## src/rtl/req_dispatch_pkg.sv

```systemverilog
// Shared definitions for the request dispatcher: state encodings, counter
// widths and the address-offset helper.
package req_dispatch_pkg;

    typedef logic [1:0] state_t;

    localparam state_t ST_IDLE    = 2'd0;
    localparam state_t ST_ISSUE   = 2'd1;
    localparam state_t ST_WAIT    = 2'd2;
    localparam state_t ST_DELIVER = 2'd3;

    localparam int unsigned TMO_W = 8;

    function automatic int unsigned offset_bits(input int unsigned cl_size);
        return $clog2(cl_size / 8);
    endfunction

endpackage

```

## src/rtl/req_dispatch.sv

```systemverilog
// Drains the cache instruction queue one entry at a time: issues a
// line-aligned memory request, retries NACKs, bounds the wait, delivers.
module req_dispatch
    import req_dispatch_pkg::*;
#(
    parameter int unsigned CL_SIZE   = 128,
    parameter int unsigned RETRY_MAX = 4,
    parameter int unsigned TIMEOUT   = 255
) (
    input  logic               clk,
    input  logic               rst,
    input  logic               q_valid,
    input  logic [31:0]        q_addr,
    input  logic [2:0]         q_op,
    input  logic [1:0]         q_src,
    input  logic [1:0]         q_dest,
    input  logic               q_is_flush,
    output logic               q_dealloc,
    output logic               mem_req_valid,
    input  logic               mem_req_ready,
    output logic [31:0]        mem_addr,
    output logic [2:0]         mem_op,
    output logic               mem_flush,
    output logic [1:0]         mem_tag,
    input  logic               mem_resp_valid,
    input  logic               mem_resp_nack,
    input  logic [CL_SIZE-1:0] mem_resp_data,
    output logic               out_valid,
    input  logic               out_ready,
    output logic [1:0]         out_src,
    output logic [1:0]         out_dest,
    output logic [CL_SIZE-1:0] out_data,
    output logic               out_err,
    output logic               busy
);

    localparam int unsigned     OFF        = offset_bits(CL_SIZE);
    localparam logic [31:0]     ADDR_MASK  = ~((32'd1 << OFF) - 32'd1);
    localparam int unsigned     RTY_W      = $clog2(RETRY_MAX + 1);
    localparam logic [RTY_W-1:0] RETRY_LAST = RTY_W'(RETRY_MAX - 1);
    localparam logic [TMO_W-1:0] TMO_LAST   = TMO_W'(TIMEOUT - 1);

    state_t               r_state;
    logic [31:0]          r_addr;
    logic [2:0]           r_op;
    logic [1:0]           r_src;
    logic [1:0]           r_dest;
    logic                 r_flush;
    logic [RTY_W-1:0]     r_retry;
    logic [TMO_W-1:0]     r_tmo;
    logic                 r_req_valid;
    logic                 r_out_valid;
    logic [1:0]           r_out_src;
    logic [1:0]           r_out_dest;
    logic [CL_SIZE-1:0]   r_out_data;
    logic                 r_out_err;
    logic                 r_busy;

    state_t w_state_nxt;
    logic   w_resp;
    logic   w_ack;
    logic   w_nack;
    logic   w_retry_last;
    logic   w_tmo_exp;
    logic   w_err_enter;

    assign w_resp       = mem_resp_valid && (r_state == ST_WAIT);
    assign w_ack        = w_resp && !mem_resp_nack;
    assign w_nack       = w_resp && mem_resp_nack;
    assign w_retry_last = (r_retry == RETRY_LAST);
    // Expiry is the TIMEOUT-th WAIT cycle; a response in that cycle wins.
    assign w_tmo_exp    = (r_tmo == TMO_LAST);
    assign w_err_enter  = (r_state == ST_WAIT) &&
                          ((w_nack && w_retry_last) || (!w_resp && w_tmo_exp));

    always_comb begin
        w_state_nxt = r_state;
        case (r_state)
            ST_IDLE:    if (q_valid)       w_state_nxt = ST_ISSUE;
            ST_ISSUE:   if (mem_req_ready) w_state_nxt = ST_WAIT;
            ST_WAIT: begin
                if (w_ack)
                    w_state_nxt = r_flush ? ST_IDLE : ST_DELIVER;
                else if (w_nack)
                    w_state_nxt = w_retry_last ? ST_DELIVER : ST_ISSUE;
                else if (w_tmo_exp)
                    w_state_nxt = ST_DELIVER;
            end
            ST_DELIVER: if (out_ready)     w_state_nxt = ST_IDLE;
            default:                       w_state_nxt = ST_IDLE;
        endcase
    end

    always_ff @(posedge clk or posedge rst) begin
        if (rst) begin
            r_state     <= ST_IDLE;
            r_addr      <= '0;
            r_op        <= '0;
            r_src       <= '0;
            r_dest      <= '0;
            r_flush     <= 1'b0;
            r_retry     <= '0;
            r_tmo       <= '0;
            r_req_valid <= 1'b0;
            r_out_valid <= 1'b0;
            r_out_src   <= '0;
            r_out_dest  <= '0;
            r_out_data  <= '0;
            r_out_err   <= 1'b0;
            r_busy      <= 1'b0;
        end else begin
            r_state     <= w_state_nxt;
            r_req_valid <= (w_state_nxt == ST_ISSUE);
            r_out_valid <= (w_state_nxt == ST_DELIVER);
            r_busy      <= (w_state_nxt != ST_IDLE);
            case (r_state)
                ST_IDLE: begin
                    if (q_valid) begin
                        r_addr    <= q_addr & ADDR_MASK;
                        r_op      <= q_op;
                        r_src     <= q_src;
                        r_dest    <= q_dest;
                        r_flush   <= q_is_flush;
                        r_retry   <= '0;
                        r_tmo     <= '0;
                        r_out_err <= 1'b0;
                    end
                end
                ST_ISSUE: begin
                    if (mem_req_ready)
                        r_tmo <= '0;
                end
                ST_WAIT: begin
                    r_tmo <= r_tmo + 1'b1;
                    if (w_nack && !w_retry_last)
                        r_retry <= r_retry + 1'b1;
                    if (w_ack && !r_flush) begin
                        r_out_data <= mem_resp_data;
                        r_out_err  <= 1'b0;
                        r_out_src  <= r_src;
                        r_out_dest <= r_dest;
                    end else if (w_err_enter) begin
                        r_out_data <= '0;
                        r_out_err  <= 1'b1;
                        r_out_src  <= r_src;
                        r_out_dest <= r_dest;
                    end
                end
                ST_DELIVER: begin
                    if (out_ready)
                        r_out_err <= 1'b0;
                end
                default: ;
            endcase
        end
    end

    // Pop is the only combinational output: it must land in the retiring cycle.
    assign q_dealloc = (w_ack && r_flush) ||
                       ((r_state == ST_DELIVER) && r_out_valid && out_ready);

    assign mem_req_valid = r_req_valid;
    assign mem_addr      = r_addr;
    assign mem_op        = r_op;
    assign mem_flush     = r_flush;
    assign mem_tag       = r_src;
    assign out_valid     = r_out_valid;
    assign out_src       = r_out_src;
    assign out_dest      = r_out_dest;
    assign out_data      = r_out_data;
    assign out_err       = r_out_err;
    assign busy          = r_busy;

endmodule

```

## config.mk

```make
export PLATFORM = sky130hd
export DESIGN_NAME = req_dispatch
export DESIGN_NICKNAME = d
export VERILOG_FILES = /design/src/rtl/req_dispatch_pkg.sv /design/src/rtl/req_dispatch.sv
export SDC_FILE = /design/constraint.sdc
export NUM_CORES = 1
export LEC_CHECK = 0
export ABC_AREA = 1
export BUFFER_PORTS_ARGS = -buffer_cell sky130_fd_sc_hd__buf_2
export CAP_MARGIN = 15
export CORE_MARGIN = 3
export CORE_UTILIZATION = 45
export CTS_CLUSTER_DIAMETER = 100
export DETAILED_ROUTE_END_ITERATION = 12
export PLACE_DENSITY = 0.77
export SLEW_MARGIN = 10
export SYNTH_ARGS = -nofsm -noshare
export SYNTH_HDL_FRONTEND = slang
export SYNTH_SLANG_ARGS = --single-unit
```

## constraint.sdc

```tcl
create_clock -name clk -period 11 [get_ports clk]
set_clock_uncertainty 0.15 [all_clocks]
set_input_delay 2.2 -clock clk [delete_from_list [all_inputs] [get_ports clk]]
set_output_delay 2.2 -clock clk [all_outputs]
set_load 0.05 [all_outputs]
```

==> results.yml <==
detailed_routing:
  drtAntennaViolNets: 0
  post-route-drc-count: 0
  total_routed_length_um: 20000
  detailroute.via_count: 6463
  via_per_inst: 4.89
  first_iter_violations: 294
  wl_per_cell_um: 15.1
  detail_route.first_pass.iterations: 4
final_layout:
  drive_above_1_share_pct: 41.6
  nFillCells: 1428
  p_r_area_growth_vs_syn_pct: 30.0
  mostFrequentLayoutCells: "341 x buf_2, 296 x nand2_1, 185 x dfrtp_1, 107 x nand3_1, 38 x nand3_2"
  layout.cells.most_common: "buf_2"
  fin_cells: 1323
  layout.nets: 1269
  multiInputGateArea_um2: 2710
  total_area_of_sequential_cells_um2: 4630
worst_setup_path:
  crit_required_ps: 8650
  rr_startpoint: "r_tmo[0]"
  r2r_end: "out_src[1]"
  worstSetupStartpoint: "mem_resp_valid"
  worstSetupStartpointType: "input pin"
  rrSetupSlack_ps: 7970
  critical_path.endpoint_type: "output port"
  crit_path_max_fanout: 4
  worst-setup-path-type: "input pin to output port"
  rr_worst_depth: 11
  endpoint: "q_dealloc"
  cp.arrival_ps: 2980
grt:
  groute.usage.overall_pct: 20.3
  grt_overflow: 0
  grt_pass1_wl_um: 30200
  grt_max_degree: 111
  vias_in_the_first_global_route: 6247
  number_of_antenna_violations_at_the_first_check_in_global_routing: 1
sta:
  setup_viol: 0
  maxClockFrequency_mhz: 188
  worst-slew-pin-transition_ps: 1000
  hold_violations: 0
  max_slew_margin_pct: 33.0
  min_period_over_period_pct: 48.5
  layout_min_cycle_time_ps: 5330
  final.hold.worst_slack_ps: 316
  rsz0062_at_grt: "no"
  timing_max_transition_violations_final: 0
  fin_tns_setup_ps: 0
clock_tree:
  cts_hold_buffers: 0
  clock_input_transition_at_the_sequential_cells_of_the_worst_setup_and_hold_paths_ps: 60
  numCtsBuffers: 17
  clock_sink_count: 185
  cts.htree.levels: 4
  clock_tree.root_cell: "clkbuf_16"
  cts_tree: "built"
  postCtsSetupBuffers: 0
  post_cts_resize_count: 0
  insertion_delay_ps: 410
  clock_path_buffers: 2
synthesis:
  synth_cell_type_count: 25
  syn-mean-instance-area_um2: 9.97
  combined_area_of_all_synthesized_cells_um2: 7690
  seq_area_frac_synth_pct: 60.2
  ys.warnings.count: 0
  cell_count_after_synthesis: 772
  synth.area.top_cells: "dfrtp_1 60%, nand2_1 14%, nand3_1 7.0%, mux2_2 5.1%, nand3_2 4.9%"
  top_cell_type_s_share_of_synthesized_area_pct: 60.2
  ys_seq_elements: 185
  post-synth-top-area-cell: "dfrtp_1"
power_and_ir_drop:
  power.static_leakage_nw: 5.75
  power.density_cell_area_nw_per_um2: 364
  fin_total_pwr_w: 0.00364
  power.ir.vdd_worst_uv: 206
floorplan:
  die-area_um2: 18700
  top_level_ports: 350
  die_width_um: 137
  floorplan.initialDensity_pct: 46.2
  die-height_um: 137
  placeableCoreArea_um2: 16600
  rows: 47
hold_path:
  hold_class: "flop to flop"
run:
  max_cap_violations: 0
placement:
  place.port_buffers: 341
  place_hpwl_um: 14200
  gp_routability_congestion: 0.793
  post-place-cells: 1291
run_status:
  status: "complete, no violations"
[area by class of cell]
type | count | area share, %
multi-input combinational | 523 | 27.1
clock buffer | 17 | 4.25
clock inverter | 14 | 1.43
inverter | 17 | 0.738
timing repair buffer | 346 | 17.4
antenna | 1 | 0.0250
sequential | 185 | 46.3
tap | 220 | 2.75
[cells by family after synthesis]
| logic type | count (synthesis) | synth area share [%] |
|---|---|---|
| AO/OA/AOI/OAI | 16 | 1.06 |
| XOR/XNOR | 5 | 0.569 |
| adder cells (fa/ha/maj) | 4 | 0.650 |
| buffers and inverters | 67 | 4.80 |
| flip-flops | 185 | 60.2 |
| multiplexers | 35 | 5.12 |
| other | 1 | 0.0487 |
| AND/OR/NAND/NOR | 459 | 27.6 |
[critical path, cell delays in order]
cell and delay [ps]:
buf_2 80, nand3_2 130, inv_1 100, nand3_1 90, o21ai_0 90, buf_2 290
[worst min-delay path by stage]
| stage | end | slack [ps] | cells after the start | from |
|---|---|---|---|---|
| 2_1_floorplan | out_dest[0] | 290 | 2 | r_dest[0] |
| 3_3_place_gp | out_dest[1] | 300 | 2 | r_dest[1] |
| 3_5_place_dp | out_dest[1] | 300 | 2 | r_dest[1] |
| 4_1_cts | out_dest[1] | 320 | 2 | r_dest[1] |
| 5_1_grt | out_data[126] | 360 | 2 | out_data[126] |
| 6_report | out_dest[1] | 320 | 2 | r_dest[1] |
[state kept, by name, summed over array words and instances (netlist names), 2 cells and up]
signal / cells
r_tmo: 8
mem_tag: 2
out_data: 128
r_retry: 3
mem_op: 3
r_state: 2
out_dest: 2
r_dest: 2
mem_addr: 28
out_src: 2
[where the power goes]
group	leakage [nW]	internal, W	switching, W
sequential	2.37	0.000992	0.000175
clock	0.279	0.000318	0.000269
combinational	3.09	0.000431	0.00146
total	5.75	0.00174	0.00190
[per-layer routing]
metal	wire, µm	GRT usage [%]	vias up
li1	-	-	3122
met1	7810	24.1	3050
met2	9890	34.0	256
met3	1740	6.88	33
met4	527	8.29	2
met5	8	0	-
[per-stage QoR]
step	area, µm²	util [%]	worst slack [ps]
3_5_place_dp	9430	56.7	5660
4_1_cts	10000	60.1	5660
6_report	10000	60.1	5670
3_3_place_gp	9430	56.7	5680
5_1_grt	10000	60.1	5590
2_1_floorplan	7710	-	3620
[Yosys cell counts]
cell / number
a21oi_1: 5
buf_1: 6
buf_2: 31
buf_4: 5
buf_6: 8
conb_1: 1
dfrtp_1: 185
ha_1: 4
inv_1: 15
inv_2: 2
mux2_2: 35
nand2_1: 297
nand2_2: 1
nand2_4: 1
nand3_1: 107
nand3_2: 38
nand4_1: 1
nor2_1: 11
nor2_2: 1
nor3_1: 1
nor3_4: 1
o21ai_0: 10
o22ai_1: 1
xnor2_1: 1
xor2_1: 4
No activity file was read; power rests on OpenSTA's default activity.
